File: src/rtl/sdram_tgen_pkg.sv
// Shared types and the data-pattern generator for sdram_traffic_gen.
// Patterns are built at 64 bits and truncated by the caller to its data width.
package sdram_tgen_pkg;

  typedef enum logic [2:0] {
    ST_IDLE,
    ST_WR_REQ,
    ST_WR_WAIT,
    ST_RD_REQ,
    ST_RD_WAIT,
    ST_DONE
  } state_t;

  typedef enum logic [1:0] {
    MODE_INCR,
    MODE_WALK,
    MODE_ADDR,
    MODE_CHECK
  } mode_t;

  localparam logic [63:0] CHECK_EVEN = {32{2'b01}};
  localparam logic [63:0] CHECK_ODD  = {32{2'b10}};

  // width is the caller's data width; the walking bit wraps modulo that width.
  function automatic logic [63:0] pattern(
    input logic [31:0] n,
    input logic        p_odd,
    input logic [63:0] addr,
    input mode_t       mode,
    input logic [63:0] seed,
    input logic [6:0]  width
  );
    logic [63:0] d;
    case (mode)
      MODE_INCR: d = seed + {16'b0, n, 16'b0} + {32'b0, n};
      MODE_WALK: d = 64'd1 << (n % {25'b0, width});
      MODE_ADDR: d = addr;
      default:   d = (n[0] ? CHECK_ODD : CHECK_EVEN) ^ {64{p_odd}};
    endcase
    return d;
  endfunction

endpackage

File: src/rtl/sdram_traffic_gen.sv
// Write-then-readback traffic generator for the SDRAM controller request port.
// Define SDRAM_TGEN_TIMEOUT_EN to add a per-state watchdog and the timeout output.
module sdram_traffic_gen
  import sdram_tgen_pkg::*;
#(
  parameter int          ADDR_WIDTH     = 32,
  parameter int          DATA_WIDTH     = 32,
  parameter int          NUM_WORDS      = 16,
  parameter int          NUM_PASSES     = 10,
  parameter logic [31:0] BASE_ADDR      = 32'h0,
  parameter logic [31:0] ADDR_STRIDE    = 32'd4,
  parameter logic [31:0] SEED           = 32'hAB00CD00,
  parameter int          TIMEOUT_CYCLES = 1024
) (
  input  logic                  clk,
  input  logic                  rst,
  input  logic                  start,
  input  logic                  stop,
  input  logic [1:0]            mode,
  output logic [ADDR_WIDTH-1:0] ctrl_addr,
  output logic [DATA_WIDTH-1:0] ctrl_write_data,
  output logic                  ctrl_wr,
  output logic                  ctrl_rd,
  input  logic                  ctrl_rdy,
  input  logic                  ctrl_wvalid,
  input  logic                  ctrl_rvalid,
  input  logic [DATA_WIDTH-1:0] ctrl_read_data,
  output logic                  busy,
  output logic                  done,
  output logic [15:0]           pass_count,
  output logic [15:0]           error_count,
  output logic [ADDR_WIDTH-1:0] first_err_addr,
  output logic [DATA_WIDTH-1:0] first_err_data
`ifdef SDRAM_TGEN_TIMEOUT_EN
  ,
  output logic                  timeout
`endif
);

  state_t                  state_reg, state_next;
  mode_t                   mode_reg;
  logic [31:0]             n_reg, p_reg;
  logic [ADDR_WIDTH-1:0]   addr_reg;
  logic                    stop_reg;
  logic [15:0]             pass_reg, err_reg;
  logic [ADDR_WIDTH-1:0]   ferr_addr_reg;
  logic [DATA_WIDTH-1:0]   ferr_data_reg;
  logic [DATA_WIDTH-1:0]   pat;
  logic active, start_ok, req_acc, wr_cpl, rd_cpl, adv;
  logic last_word, last_pass, stop_any, mismatch, tmo_fire, err_inc;

  assign pat = DATA_WIDTH'(pattern(n_reg, p_reg[0], 64'(addr_reg), mode_reg,
                                   64'(SEED), 7'(DATA_WIDTH)));

  assign active    = (state_reg == ST_WR_REQ) || (state_reg == ST_WR_WAIT) ||
                     (state_reg == ST_RD_REQ) || (state_reg == ST_RD_WAIT);
  assign start_ok  = start && ((state_reg == ST_IDLE) || (state_reg == ST_DONE));
  assign req_acc   = ((state_reg == ST_WR_REQ) || (state_reg == ST_RD_REQ)) && ctrl_rdy;
  assign wr_cpl    = (state_reg == ST_WR_WAIT) && ctrl_wvalid;
  assign rd_cpl    = (state_reg == ST_RD_WAIT) && ctrl_rvalid;
  assign adv       = req_acc || wr_cpl || rd_cpl;
  assign last_word = (n_reg == 32'(NUM_WORDS - 1));
  assign last_pass = (NUM_PASSES != 0) && (p_reg == 32'(NUM_PASSES - 1));
  assign stop_any  = stop_reg || stop;
  assign mismatch  = (ctrl_read_data != pat);
  assign err_inc   = (rd_cpl && mismatch) || tmo_fire;

`ifdef SDRAM_TGEN_TIMEOUT_EN
  logic [31:0] tmo_cnt_reg;
  logic        timeout_reg;

  assign tmo_fire = active && !adv && (tmo_cnt_reg == 32'(TIMEOUT_CYCLES - 1));
  assign timeout  = timeout_reg;

  always_ff @(posedge clk or posedge rst) begin
    if (rst) begin
      tmo_cnt_reg <= '0;
      timeout_reg <= 1'b0;
    end else begin
      if (state_next != state_reg) tmo_cnt_reg <= '0;
      else if (active)             tmo_cnt_reg <= tmo_cnt_reg + 32'd1;
      if (start_ok)      timeout_reg <= 1'b0;
      else if (tmo_fire) timeout_reg <= 1'b1;
    end
  end
`else
  // Watchdog absent: the FSM waits indefinitely; the term keeps the parameter referenced.
  assign tmo_fire = 1'b0 && (TIMEOUT_CYCLES > 0);
`endif

  always_ff @(posedge clk or posedge rst) begin
    if (rst) state_reg <= ST_IDLE;
    else     state_reg <= state_next;
  end

  always_comb begin
    state_next = state_reg;
    case (state_reg)
      ST_IDLE, ST_DONE: if (start) state_next = ST_WR_REQ;
      ST_WR_REQ:        if (ctrl_rdy) state_next = ST_WR_WAIT;
      ST_WR_WAIT:
        if (ctrl_wvalid)
          state_next = stop_any ? ST_DONE : (last_word ? ST_RD_REQ : ST_WR_REQ);
      ST_RD_REQ:        if (ctrl_rdy) state_next = ST_RD_WAIT;
      ST_RD_WAIT:
        if (ctrl_rvalid)
          state_next = (stop_any || (last_word && last_pass)) ? ST_DONE :
                       (last_word ? ST_WR_REQ : ST_RD_REQ);
      default:          state_next = ST_IDLE;
    endcase
    if (tmo_fire) state_next = ST_DONE;
  end

  // Requests are decoded from the registered state, so they drop on the accepting edge.
  always_comb begin
    ctrl_wr         = (state_reg == ST_WR_REQ);
    ctrl_rd         = (state_reg == ST_RD_REQ);
    ctrl_write_data = ctrl_wr ? pat : '0;
    ctrl_addr       = addr_reg;
    busy            = active;
    done            = (state_reg == ST_DONE);
    pass_count      = pass_reg;
    error_count     = err_reg;
    first_err_addr  = ferr_addr_reg;
    first_err_data  = ferr_data_reg;
  end

  always_ff @(posedge clk or posedge rst) begin
    if (rst) begin
      mode_reg      <= MODE_INCR;
      n_reg         <= '0;
      p_reg         <= '0;
      addr_reg      <= '0;
      stop_reg      <= 1'b0;
      pass_reg      <= '0;
      err_reg       <= '0;
      ferr_addr_reg <= '0;
      ferr_data_reg <= '0;
    end else if (start_ok) begin
      mode_reg      <= mode_t'(mode);
      n_reg         <= '0;
      p_reg         <= '0;
      addr_reg      <= ADDR_WIDTH'(BASE_ADDR);
      stop_reg      <= 1'b0;
      pass_reg      <= '0;
      err_reg       <= '0;
      ferr_addr_reg <= '0;
      ferr_data_reg <= '0;
    end else begin
      if (active && stop) stop_reg <= 1'b1;
      if (wr_cpl || rd_cpl) begin
        n_reg    <= last_word ? 32'd0 : n_reg + 32'd1;
        addr_reg <= last_word ? ADDR_WIDTH'(BASE_ADDR) : addr_reg + ADDR_WIDTH'(ADDR_STRIDE);
      end
      if (rd_cpl && last_word) begin
        p_reg    <= p_reg + 32'd1;
        pass_reg <= pass_reg + 16'd1;
      end
      if (rd_cpl && mismatch && (err_reg == 16'd0)) begin
        ferr_addr_reg <= addr_reg;
        ferr_data_reg <= ctrl_read_data;
      end
      if (err_inc && (err_reg != 16'hFFFF)) err_reg <= err_reg + 16'd1;
    end
  end

endmodule
File: config.mk
export PLATFORM = sky130hd
export DESIGN_NAME = sdram_traffic_gen
export DESIGN_NICKNAME = d
export VERILOG_FILES = /design/src/rtl/sdram_tgen_pkg.sv /design/src/rtl/sdram_traffic_gen.sv
export SDC_FILE = /design/constraint.sdc
export NUM_CORES = 1
export LEC_CHECK = 0
export BUFFER_PORTS_ARGS = -buffer_cell sky130_fd_sc_hd__buf_2
export CELL_PAD_IN_SITES_DETAIL_PLACEMENT = 1
export CELL_PAD_IN_SITES_GLOBAL_PLACEMENT = 1
export CORE_AREA = 5 5 202 204
export DETAILED_ROUTE_END_ITERATION = 7
export DIE_AREA = 0 0 207 209
export PLACE_DENSITY_LB_ADDON = 0.1
export RECOVER_POWER = 25
export SETUP_SLACK_MARGIN = 0.4
export SLEW_MARGIN = 0
export SYNTH_ARGS = -nofsm -noshare
export SYNTH_HDL_FRONTEND = slang
export SYNTH_SLANG_ARGS = --single-unit
export TNS_END_PERCENT = 5
File: constraint.sdc
create_clock -name clk -period 9 [get_ports clk]
set_clock_uncertainty 0.15 [all_clocks]
set_input_delay 1.35 -clock clk [delete_from_list [all_inputs] [get_ports clk]]
set_output_delay 1.35 -clock clk [all_outputs]
set_load 0.03 [all_outputs]
== Word level (Yosys, flattened, before mapping) ==
Cells that the tools add are included.

* Flip-flop bits (word level): 198
* Bits of input ports: 41
* Output and inout bits: 164
* Logic and storage cells: 92

* $add $sub $neg: 7
* Equal/unequal tests: 16
* Shifts and indexed selects: 1
* Multiplexer cells: 31
* Bitwise logic cells: 1
* Reductions and logical operators: 26

{| class="wikitable"
|+ Operator list
! operator !! number
|-
| 32-bit 2-to-1 mux || 14
|-
| 32-bit one-hot mux with 3 select lines || 1
|-
| 32-bit by 1-bit adder with 32-bit output, second input constant || 2
|-
| 32-bit by 4-bit == test with 1-bit output, second input constant || 2
|-
| 16-bit 2-to-1 mux || 4
|-
| 16-bit by 1-bit adder with 16-bit output, second input constant || 2
|-
| 32-bit by 3-bit adder with 32-bit output, second input constant || 1
|-
| 32-bit adder || 1
|-
| 32-bit adder, first input constant || 1
|-
| 32-bit != test || 1
|-
| 1-bit by 5-bit << shifter with 32-bit output, first input constant || 1
|-
| 32-bit XOR || 1
|-
| 3-bit 2-to-1 mux || 7
|-
| 16-bit zero test || 1
|-
| 16-bit != test, second input constant || 1
|-
| 3-bit one-hot mux with 5 select lines || 1
|-
| 2-bit nonzero test || 5
|-
| 1-bit logical AND || 9
|-
| 1-bit logical OR || 7
|-
| 3-bit by 2-bit == test with 1-bit output, second input constant || 2
|-
| 3-bit == test, second input constant || 2
|-
| 2-bit != test, second input constant || 3
|-
| 5-bit AND reduction || 1
|-
| 2-bit 2-to-1 mux || 2
|-
| 8 further kinds || 10
|}

== Longest topological paths before layout ==
* Depth after elaboration: 8
* Mapped depth: 16
* Mapped depth without buffers: 14

== Worst setup path before layout ==
Ideal clock, no wire load.

* Path kind: register to output
* From: register n_reg[6]
* To: output ctrl_write_data[31]
* Arrival: 2.990 ns
* Required time: 7.500 ns
* Path slack: 4.510 ns
* Cell stages (with the launch flop): 13
* Buffers on the path: 1
* Path through: dfrtp_1 -> ha_1 -> ha_1 -> clkbuf_1 -> a21oi_1 -> o21a_1 -> o221a_2 -> a21boi_1 -> o21ai_0 -> a21oi_1 -> xnor2_1 -> a21oi_1 -> nor2_1

* Longest elaborated chain between the ends: 4

{| class="wikitable"
|+ RTL lines
! item !! line !! source
|-
| from (decl) || sdram_traffic_gen.sv:42 || <nowiki>logic [31:0] n_reg, p_reg;</nowiki>
|-
| from (signal assigned) || sdram_traffic_gen.sv:152 || <nowiki>n_reg <= last_word ? 32'd0 : n_reg + 32'd1;</nowiki>
|-
| 32-bit adder || sdram_tgen_pkg.sv:35 || <nowiki>MODE_INCR: d = seed + {16'b0, n, 16'b0} + {32'b0, n};</nowiki>
|-
| 32-bit adder (*) || sdram_tgen_pkg.sv:35 ||
|-
| 32-bit one-hot mux with 3 select lines (*) || sdram_tgen_pkg.sv:34 || <nowiki>case (mode)</nowiki>
|-
| 32-bit 2-to-1 mux (*) || sdram_traffic_gen.sv:118 || <nowiki>ctrl_write_data = ctrl_wr ? pat : '0;</nowiki>
|-
| to (decl) || sdram_traffic_gen.sv:21 || <nowiki>output logic [DATA_WIDTH-1:0] ctrl_write_data,</nowiki>
|}

Every way passes the cells marked *; elsewhere a longest branch is shown, timed or not.

== Worst setup path in the final report ==
* From: input start
* To: register p_reg[30]

* Longest elaborated chain between the ends: 2
* Elaborated cells between the ends (all ways): 3
* Classes of those cells: 1 x mux; 2 x reduce/logical

{| class="wikitable"
|+ RTL lines
! item !! line !! source
|-
| from (decl) || sdram_traffic_gen.sv:17 || <nowiki>input logic start,</nowiki>
|-
| 1-bit logical AND (*) || sdram_traffic_gen.sv:57 || <nowiki>assign start_ok = start && ((state_reg == ST_IDLE) || (state_reg == ST_DONE));</nowiki>
|-
| 32-bit 2-to-1 mux or 2-bit nonzero test (tied branches) || n/a ||
|-
| to (signal assigned) || sdram_traffic_gen.sv:156 || <nowiki>p_reg <= p_reg + 32'd1;</nowiki>
|-
| to (decl) || sdram_traffic_gen.sv:42 ||
|}

Marked as above.
A chain may end at the register's enable or synchronous reset.

==> results.tsv <==
stage	metric	value	unit
clocking	Post-CTS Setup Bufs	0	
flow_run	Max Cap Viol	3	
timing	Final Hold Viols	0	
clocking	TritonCTS Buffers	17	
cells_and_area	final std cells w/o fill	2286	
timing	Final TNS setup	0	ps
cells_and_area	Layout area overhead	14.5	%
cells_and_area	n_diodes	0	
place	Buffers on Ports	202	
place	Post-Place Cells	2254	
route	DR vias/cell	5.59	
setup_path	delay-heaviest family, CP	buffers and inverters	
floorplanning	floorplan row count	73	
min_path	Hold Path Stages	2	
route	WL per Instance	22.6	um
clocking	hold bufs inserted after CTS	0	
pwr	worst vdd ir	0.171	mV
grt	initial antenna violation count	0	
setup_path	crit path launch type	primary input	
setup_path	worst path cell trace	buf_2, and4_1, clkbuf_1, o2111ai_1, nor3_1, and2_1, nand3_1, or3_1, a21oi_1	
timing	Worst Tran Pin Value	5870	ps
place	worst slack at placement	3450	ps
grt	vias in the first global route	13000	
timing	RSZ-0062 raised after global routing	no	
floorplanning	Die Area	0.0433	mm2
setup_path	Setup Crit Path Kind	primary input to register	
yosys	async set-reset flop share out of synthesis	100	%
place	Post-DP HPWL	39000	um
timing	Max Freq	169	MHz
floorplanning	initial core utilization	34.2	%
yosys	Post-Synthesis Cells	1601	
cells_and_area	share of layout cells above drive strength 1	15.0	%
yosys	Seq cells post-synth	195	
route	post-route ant nets	0	
pwr	Tot Pwr	3.87	mW
grt	gr ovfl total	0	
timing	Max transition margin	-293	%
yosys	prevailing post-synth register cell	dfrtp_1	
grt	largest net degree at the start of global routing	129	
setup_path	Reg-to-Reg Start	state_reg[2]$_DFFE_PP0P_	
floorplanning	Core Box Area	0.0391	mm2
min_path	WHS Endpoint	first_err_addr[11]$_DFFE_PP0P_	
setup_path	Critical Path AT	6100	ps
timing	Setup WS post-layout	3090	ps
route	initial DRC count	922	
setup_path	Required @ worst endpoint	9190	ps
route	via count	12800	
setup_path	crit end category	register	
clocking	CTS tree	yes	
pwr	LEAKAGE	6.93	nW
setup_path	Critical R2R Capture	p_reg[30]$_DFFE_PP0P_	
timing	Final Cycle Share	65.6	%
floorplanning	chip width	207	um
route	number of iterations in the first detailed-routing pass	5	
cells_and_area	register area	0.00488	mm2
setup_path	Worst Path Max Fanout	62	
yosys	EDFF count, synth	0	
clocking	clock latency on the worst-skew pair	470	ps
clocking	H-Tree Level Count	4	
yosys	Ys Warns	0	
timing	Final min period	5910	ps
cells_and_area	Nets	1843	
floorplanning	Die Ht	209	um
clocking	CTS Sinks	195	
yosys	post-synthesis sequential area ratio	36.5	%
clocking	Resized Gates After CTS	0	
timing	Pins Over Slew Limit	229	
yosys	largest cells by area after synthesis	dfrtp_1 (36%), mux2i_1 (5.7%), ha_1 (5.1%)	
grt	GRT Overall Usage	23.3	%
setup_path	Largest stage delay, worst path	2080	ps
timing	# setup viols final	0	
route	drt total wl	51600	um
cells_and_area	utilization after layout	39.2	%
cells_and_area	commonest non-fill, non-tap cell in the layout	dfrtp_1	
cells_and_area	most frequent cells in the layout	dfrtp_1 (195), buf_2 (194), nand2_1 (176)	
clocking	CTS clk-pin slew, worst paths	70	ps
run_status	status	finished with violations	
route	DRC viols	0	
pwr	pwr dens	253	mW/mm2
yosys	mapped cell area	0.0134	mm2
grt	first-pass GRT wire length	80000	um
yosys	top cell type's share of synthesized area	36.5	%
setup_path	R2R depth	9	
floorplanning	IO Count	205	
yosys	area leader, netlist	dfrtp_1	
min_path	Tightest Hold Check Type	register to register	
setup_path	CP bufs+invs	2	
setup_path	Slowest-stage cell, CP	clkbuf_1	
place	routability cong.	0.951	
yosys	Syn Area/Cell	8.36	um2
run_status	failing checks	max-capacitance violations, max-slew violations	
cells_and_area	Multi-input gate area	0.00770	mm2
yosys	Yosys cell types	81	
cells_and_area	fillers	4751	
clocking	CTS max path bufs	2	
clocking	CTS root buf	clkbuf_16	
min_path	HP Start	first_err_addr[11]$_DFFE_PP0P_	
setup_path	setup slack, reg-to-reg	3270	ps
==> worst reg2reg max path: cells and delay by family, from the launching register on <==
kind / cells / cell delay, ps
AND/OR/NAND/NOR: 6 / 1880
AO/OA/AOI/OAI: 2 / 930
flip-flops: 1 / 590
buffers and inverters: 1 / 2080
==> synthesized netlist by cell type, drive strengths merged (7+ instances only) <==
cell	n
mux2i	76
nand2b	16
o211ai	7
nor4b	7
inv	105
o21a	13
nand2	176
nor2	173
nor3b	7
a211oi	10
nand4	41
xor2	49
o2111ai	9
dfrtp	195
or4	16
and2	9
nor4	26
xnor2	50
nor3	37
and3	25
o31ai	14
or3	26
buf	28
clkbuf	62
a31oi	15
nand3	70
o21ai	91
nor2b	7
a21oi	84
ha	54
==> logic make-up after synthesis <==
group | after synthesis | share of synthesized area [%]
and+or+nand+nor | 664 | 24.6
AOI/OAI and AO/OA | 315 | 15.3
DFF | 195 | 36.5
buffers and inverters | 195 | 6.08
xor gates and xnor gates | 100 | 6.65
muxes | 77 | 5.77
adders and majority gates | 54 | 5.05
other | 1 | 0.0280
==> metal layers <==
layer | global-route usage [%] | up-vias | routed length (um)
met5 | 0 | - | 0
li1 | - | 5961 | -
met3 | 4.65 | 78 | 2780
met4 | 7.80 | 0 | 1650
met2 | 35.8 | 356 | 22400
met1 | 33.0 | 6391 | 24700
==> how the worst max path moves through the flow <==
stage / from / end / slack [ps] / cells after the start
6_report: start / p_reg[30]$_DFFE_PP0P_ / 3090 / 9
5_1_grt: rst / n_reg[26]$_DFFE_PP0P_ / 2400 / 3
4_1_cts: n_reg[2]$_DFFE_PP0P_ / ctrl_write_data[26] / 3500 / 10
3_5_place_dp: ctrl_read_data[15] / first_err_addr[10]$_DFFE_PP0P_ / 3450 / 13
3_3_place_gp: ctrl_read_data[15] / first_err_addr[11]$_DFFE_PP0P_ / 3440 / 13
2_1_floorplan: rst / ctrl_addr[10]$_DFFE_PP0P_ / 2190 / 1
==> through the flow <==
step / instance area, um2 / hold slack, ps
floorplan: 13400 / 337
global placement: 14800 / 344
detailed placement: 14800 / 364
CTS: 15300 / 378
global route: 15300 / 399
finish: 15300 / 374
==> report_power, final <==
part	internal (mW)	total [mW]	switching (mW)
Sequential	0.983	1.12	0.137
Combinational	0.551	1.96	1.41
Clock	0.398	0.786	0.388
Total	1.93	3.87	1.94
==> cell type report <==
cell class	count	area share, %
clock buffer	21	2.94
multi-input combinational	1212	50.3
timing repair buffer	217	7.22
tap	525	4.29
clock inverter	11	0.784
sequential	195	31.9
inverter	105	2.58
No activity file was read; power rests on OpenSTA's default activity.
